File: src/rtl/key_mode_pkg.sv
// rtl/key_mode_pkg.sv - shared state, event and counter definitions for key_mode_ctrl
package key_mode_pkg;

  localparam int CNT_W = 32;

  typedef enum logic [2:0] {
    ST_ARM,
    ST_IDLE,
    ST_PRESS,
    ST_LONG_HELD,
    ST_WAIT2,
    ST_PRESS2
  } state_t;

  typedef enum logic [1:0] {
    EV_NONE,
    EV_SHORT,
    EV_LONG,
    EV_DBL
  } event_t;

endpackage

File: src/rtl/key_mode_edge.sv
// rtl/key_mode_edge.sv - two-flop edge stage producing press/release strobes from key_n
module key_mode_edge (
  input  logic clk,
  input  logic rst_n,
  input  logic key_n,
  output logic key_lvl,
  output logic key_press,
  output logic key_release
);

  logic key_r;
  logic key_rr;

  // Reset to 0 so a key held low through reset never looks like a fresh press.
  always_ff @(posedge clk or negedge rst_n) begin
    if (!rst_n) begin
      key_r  <= 1'b0;
      key_rr <= 1'b0;
    end else begin
      key_r  <= key_n;
      key_rr <= key_r;
    end
  end

  assign key_lvl     = key_r;
  assign key_press   = key_rr & ~key_r;
  assign key_release = ~key_rr & key_r;

endmodule

File: src/rtl/key_mode_ctrl.sv
// rtl/key_mode_ctrl.sv - key press classifier (short/long/double) and wrapping mode selector
// Double-click detection is built only when KEY_MODE_DBLCLK_EN is defined.
module key_mode_ctrl
  import key_mode_pkg::*;
#(
  parameter logic [CNT_W-1:0] LONG_CNT = 32'd50000000,
  parameter logic [CNT_W-1:0] DCLK_CNT = 32'd12500000,
  parameter int               MODE_NUM = 4,
  parameter int               MODE_W   = 2
) (
  input  logic              clk,
  input  logic              rst_n,
  input  logic              key_n,
  output logic              short_pulse,
  output logic              long_pulse,
  output logic              dbl_pulse,
  output logic [MODE_W-1:0] mode_idx,
  output logic              mode_chg,
  output logic              busy
);

  localparam logic [MODE_W-1:0] MODE_MAX = MODE_W'(MODE_NUM - 1);

  if (LONG_CNT < 2 || DCLK_CNT < 2 || MODE_NUM < 2 || MODE_NUM > (2 ** MODE_W)) begin : g_param_err
    $error("key_mode_ctrl: illegal parameter combination");
  end

  logic             key_r;
  logic             key_press;
  logic             key_release;
  state_t           state;
  state_t           state_nxt;
  event_t           ev_nxt;
  logic [CNT_W-1:0] cnt;
  logic             counting;

  key_mode_edge u_edge (
    .clk        (clk),
    .rst_n      (rst_n),
    .key_n      (key_n),
    .key_lvl    (key_r),
    .key_press  (key_press),
    .key_release(key_release)
  );

  always_comb begin
    state_nxt = state;
    ev_nxt    = EV_NONE;
    case (state)
      ST_ARM: begin
        if (key_r) state_nxt = ST_IDLE;
      end
      ST_IDLE: begin
        if (key_press) state_nxt = ST_PRESS;
      end
      ST_PRESS: begin
        // The long threshold wins over a release landing in the same cycle.
        if (cnt == LONG_CNT - CNT_W'(1)) begin
          ev_nxt    = EV_LONG;
          state_nxt = ST_LONG_HELD;
        end else if (key_release) begin
`ifdef KEY_MODE_DBLCLK_EN
          state_nxt = ST_WAIT2;
`else
          ev_nxt    = EV_SHORT;
          state_nxt = ST_IDLE;
`endif
        end
      end
      ST_LONG_HELD: begin
        if (key_r) state_nxt = ST_IDLE;
      end
`ifdef KEY_MODE_DBLCLK_EN
      ST_WAIT2: begin
        if (key_press) begin
          state_nxt = ST_PRESS2;
        end else if (cnt == DCLK_CNT - CNT_W'(1)) begin
          ev_nxt    = EV_SHORT;
          state_nxt = ST_IDLE;
        end
      end
      ST_PRESS2: begin
        // A second click held long becomes a plain long press; the first click is dropped.
        if (cnt == LONG_CNT - CNT_W'(1)) begin
          ev_nxt    = EV_LONG;
          state_nxt = ST_LONG_HELD;
        end else if (key_release) begin
          ev_nxt    = EV_DBL;
          state_nxt = ST_IDLE;
        end
      end
`endif
      default: state_nxt = ST_IDLE;
    endcase
  end

  assign counting = (state == ST_PRESS) || (state == ST_PRESS2) || (state == ST_WAIT2);

  always_ff @(posedge clk or negedge rst_n) begin
    if (!rst_n) begin
      state       <= ST_ARM;
      cnt         <= '0;
      short_pulse <= 1'b0;
      long_pulse  <= 1'b0;
    end else begin
      state       <= state_nxt;
      short_pulse <= (ev_nxt == EV_SHORT);
      long_pulse  <= (ev_nxt == EV_LONG);
      if (state_nxt != state) begin
        cnt <= '0;
      end else if (counting) begin
        cnt <= cnt + CNT_W'(1);
      end
    end
  end

`ifdef KEY_MODE_DBLCLK_EN
  always_ff @(posedge clk or negedge rst_n) begin
    if (!rst_n) begin
      dbl_pulse <= 1'b0;
    end else begin
      dbl_pulse <= (ev_nxt == EV_DBL);
    end
  end
`else
  assign dbl_pulse = 1'b0;
`endif

  // Mode follows the event pulse by one edge; a long press always re-announces mode 0.
  always_ff @(posedge clk or negedge rst_n) begin
    if (!rst_n) begin
      mode_idx <= '0;
      mode_chg <= 1'b0;
    end else begin
      mode_chg <= short_pulse | long_pulse | dbl_pulse;
      if (long_pulse) begin
        mode_idx <= '0;
      end else if (short_pulse) begin
        mode_idx <= (mode_idx == MODE_MAX) ? '0 : mode_idx + MODE_W'(1);
      end else if (dbl_pulse) begin
        mode_idx <= (mode_idx == '0) ? MODE_MAX : mode_idx - MODE_W'(1);
      end
    end
  end

  assign busy = (state != ST_ARM) && (state != ST_IDLE);

endmodule
File: config.mk
export PLATFORM = sky130hd
export DESIGN_NAME = key_mode_ctrl
export DESIGN_NICKNAME = d
export VERILOG_FILES = /design/src/rtl/key_mode_pkg.sv /design/src/rtl/key_mode_edge.sv /design/src/rtl/key_mode_ctrl.sv
export SDC_FILE = /design/constraint.sdc
export NUM_CORES = 1
export LEC_CHECK = 0
export CORE_MARGIN = 10
export CORE_UTILIZATION = 64
export DETAILED_ROUTE_END_ITERATION = 10
export PLACE_DENSITY = 0.92
export SLEW_MARGIN = 5
export SYNTH_ARGS = -nofsm -noshare
export SYNTH_HDL_FRONTEND = slang
export SYNTH_SLANG_ARGS = --single-unit
File: constraint.sdc
create_clock -name clk -period 4 [get_ports clk]
set_clock_uncertainty 0.1 [all_clocks]
set_input_delay 1 -clock clk [delete_from_list [all_inputs] [get_ports clk]]
set_output_delay 1 -clock clk [all_outputs]
set_load 0.03 [all_outputs]
# Word level (Yosys, flattened, before mapping)
# Index checks and enable logic that the tools add are counted.
# op_classes
n_eq_ne,11
mux,13
reduce_logical,8
n_addsub,2
n_bitwise,5
# ops
cell,n
$mux W32,2
$add A32 B1 Y32 const B,1
$eq A32 B26 Y1 const B,1
$mux W3,4
$mux W2,5
$pmux W3 S3,1
$eq A3 B2 Y1 const B,2
$eq A3 B3 Y1 const B,2
$eq A2 B2 Y1 const B,2
$reduce_bool A2 Y1,2
$eq A3 B1 Y1 const B,1
$logic_not A3 Y1,1
$ne A3 B1 Y1 const B,1
$ne A3 B3 Y1,1
$reduce_bool A3 Y1,1
$add A2 B1 Y2 const B,1
$and A1 B1 Y1,2
$eq A2 B1 Y1 const B,1
$logic_or A1 B1 Y1,2
$not A1 Y1,2
$reduce_or A2 Y1,1
$logic_and A1 B1 Y1,1
$mux W1,1
$or A1 B1 Y1,1
# totals
inputBits,3
output_inout_bits,7
regBits,42
wordCells,47

# Logic depth before layout (Yosys ltp)
# depth
ltp_word,7
depth_mapped,6
mapped_depth_nobuf,6

# Hierarchy
# A second synthesis with hierarchy kept.
# hier_totals
hier_cells,225
area_unflattened_um2,2165.8
# by_module_without_submodules
mod,cells_per_inst,area_each_um2,seq_area_each_um2,instances
key_mode_ctrl,221,2100.8,1001.0,1
key_mode_edge,4,65.1,50.0,1

# Worst setup path after synthesis
# No wires, ideal clock.
# synth_path
kind,reg-to-output
from,reg state[2]
to,out busy
slack_ns,2.092
path_buffers,0
required_ns,2.900
path_stages_with_launch,2
t_arrival_ns,0.808
path_cell_list,dfrtp_1 or2_2
# synth_via
elab_chain_cells,2
# synth_rtl
item,line,source
"start, declared",key_mode_ctrl.sv:31,state_t state;
"start signal, assigned",key_mode_ctrl.sv:106,state <= state_nxt;
$ne A3 B1 Y1 or $reduce_bool A3 Y1 (tied branches),key_mode_ctrl.sv:146,assign busy = (state != ST_ARM) && (state != ST_IDLE);
$logic_and A1 B1 Y1 *,key_mode_ctrl.sv:146,
"end, declared",key_mode_ctrl.sv:19,output logic busy
# Every way passes the cells marked *; elsewhere a longest branch is shown, timed or not.

# Worst setup path in the final report
# Same ends and word-level chain as after synthesis.

==> run_results.csv <==
group,metric,value,unit
critical_path,worstSetupStartpointType,"flop",
yosys,yosysWarnings,0,
global_route,grt_max_degree,43,
sta,rsz0062_at_grt,"false",
yosys,syn_avg_cell_area,9.96,sq um
finish,postLayoutCellArea,2280,sq um
placed_design,hpwl,2780,microns
sta,setup_tns,0,ns
finish,antenna_cells,0,
finish,final_nets,229,
power,switching_share,24.3,%
critical_path,crit_arrival,1.73,ns
power,p_clk_share,31.0,%
global_route,track_usage,14.2,%
clocking,cts_hold_buf,0,
power,power,699,uW
critical_path,cp_data_required_time,2.90,ns
global_route,grt_pass1_vias,1511,
global_route,antenna_found_initial,0,
placed_design,dp_slack,1.56,ns
critical_path,critPathMaxStageDelay,0.60,ns
global_route,grt-ovfl-total,0,
yosys,synthCells,215,
floorplanning,die_h,77.8,microns
finish,drive_gt1_share,7.11,%
clocking,cts_tree,"built",
clocking,clkLatencyLatePin,0.35,ns
sta,setup_slack,1.17,ns
clocking,clk_path_buf_depth,2,
job,maxCapViolCount,0,
sta,finalSetupViolCount,0,
floorplanning,dieWidth,77.8,microns
critical_path,crit_family,"buffers and inverters",
sta,tightest_slew,0.890,ns
sta,drv_slew,0,
routing,wl,4010,microns
sta,finalCritPeriodShare,70.7,%
routing,viasPerCell,5.82,
critical_path,path_cells,"or2_2 -> clkdlybuf4s50_1",
sta,maxSlewHeadroom,40.7,%
power,power_density,306,nW/um^2
routing,num_vias,1565,
floorplanning,start_util,68.4,%
power,p_int,529,uW
sta,final_hold_viol_count,0,
floorplanning,floorplan.rows,20,
clocking,clock-sinks,42,
critical_path,path_buf_inv,1,
power,leakagePower,0.968,nW
clocking,post_cts_buffers,0,
sta,max_clock_freq,354,MHz
power,p_sw,170,uW
power,ir_drop,0.228,mV
routing,drt_iter0_drc,151,
yosys,synth_seq_area_share,49.1,%
critical_path,cp_slowest_cell,"clkdlybuf4s50_1",
run_status,run_status,"complete, no violations",
routing,routedWlPerCell,14.9,microns
clocking,root_buffer,"clkbuf_4",
sta,hold_ws,0.400,ns
floorplanning,die_area,6060,sq um
clocking,cts_buffers,5,
finish,synthToLayoutAreaGrowth,6.55,%
global_route,grt_pass1_wl,7090,microns
routing,antenna_left,0,
critical_path,path_class,"reg -> out",
finish,final_common_cell,"nor2_1",
yosys,ys_types,36,
clocking,path_clk_slew,0.12,ns
placed_design,placed_cell_area,2220,sq um
yosys,synth_area,2140,sq um
yosys,ys_ff_latch,42,
floorplanning,core,3130,sq um
clocking,cts_resized,0,
placed_design,gp_congestion,0.822,
power,seqPwrFrac,62.6,%
routing,firstDrtPassIters,4,
min_path,hp-class,"reg -> reg",
power,combPwrFrac,6.5,%
floorplanning,ios,10,
critical_path,endpoint_kind,"output pin",
placed_design,port_buffers,8,
finish,final_cell_mix,"47 x nor2_1, 42 x dfrtp_1, 16 x xor2_1, 15 x xnor2_1, 11 x nand3_1",
clocking,htree_levels,2,
critical_path,critPathMaxFanout,6,
sta,period_minus_slack,2.83,ns
routing,drc,0,
## area by class of cell
cell class              count  area (sq um)
flip-flops and latches     42          1050
multi-input cells         163          1020
well taps                  44          55.1
repair buffers              8          75.1
fillers                   224           847
inverters                   4          15.0
clock inverters             1          5.00
clock buffers               7          55.1
## kinds of logic after synthesis
kind of cell / Yosys count / synth area share, %
other cells: 1 / 0.175
xor+xnor: 31 / 12.7
simple gates: 111 / 27.5
buf+inv: 11 / 3.21
compound gates: 14 / 4.73
mux: 3 / 1.40
flops: 42 / 49.1
fa+ha+maj: 2 / 1.17
## power by group through the flow
| stage | combinational (mW) | clock, mW | sequential [mW] |
|---|---|---|---|
| 2_1_floorplan | 0.0320 | 0 | 0.446 |
| 3_3_place_gp | 0.0444 | 0 | 0.444 |
| 3_5_place_dp | 0.0455 | 0 | 0.445 |
| 4_1_cts | 0.0458 | 0.221 | 0.437 |
| 5_1_grt | 0.0507 | 0.246 | 0.438 |
| 6_report | 0.0451 | 0.217 | 0.437 |
## synth_stat cells, drive strengths merged
cell / instances / area, sq um
nor2: 47 / 176
dfrtp: 42 / 1050
xor2: 16 / 140
xnor2: 15 / 131
nand3: 11 / 55.1
nand2: 10 / 37.5
nand4: 10 / 62.6
and3: 6 / 37.5
buf: 6 / 50.0
a21oi: 5 / 25.0
nor3: 5 / 25.0
nor4: 5 / 58.8
and2: 4 / 25.0
inv: 4 / 15.0
and4: 3 / 26.3
mux2i: 3 / 30.0
o21ai: 3 / 15.0
or2: 3 / 18.8
ha: 2 / 25.0
nand4b: 2 / 17.5
nor4b: 2 / 17.5
o2111ai: 2 / 17.5
a211o: 1 / 8.76
a21boi: 1 / 7.51
a31o: 1 / 17.5
clkbuf: 1 / 3.75
conb: 1 / 3.75
nor2b: 1 / 6.26
nor3b: 1 / 18.8
o211a: 1 / 10.0
or3: 1 / 6.26
## sequential cells by signal (all words and copies together), names as in the netlist
signal	flops
long_pulse	1
u_edge.key_rr	1
u_edge.key_lvl	1
short_pulse	1
cnt	32
state	3
mode_idx	2
mode_chg	1
## worst reg2reg max path, cell delays in order, from the launching register on
cell	delay [ns]
dfrtp_1	0.45
nor4b_1	0.37
nand4_1	0.22
nor4_4	0.41
a31o_4	0.44
nor2_1	0.11
## stage by stage
step           instances  utilization (%)
6_report             269             72.9
3_5_place_dp         261             71.0
5_1_grt              269             72.9
3_3_place_gp         261             71.0
2_1_floorplan        216                -
4_1_cts              269             72.9
## worst paths after layout
kind	slack, ns	cells after the start	startpoint	end
min	0.40	1	long_pulse	mode_idx[0]
min reg2reg	0.40	1	long_pulse	mode_idx[0]
max reg2reg	1.77	5	cnt[8]	cnt[3]
max	1.17	2	state[2]	busy
max in group asynchronous	2.59	1	rst_n	cnt[7]
min in group asynchronous	0.66	1	rst_n	mode_idx[0]
## layer usage
layer  vias to the layer above  part of all wire [%]  global-route usage [%]
li1                        753                     -                       -
met1                       759                    43                    18.2
met4                         0                  0.77                    4.56
met2                        48                    49                    22.1
met3                         5                   6.9                    4.72
met5                         -                     0                       0
(Power assumes the default switching activity.)
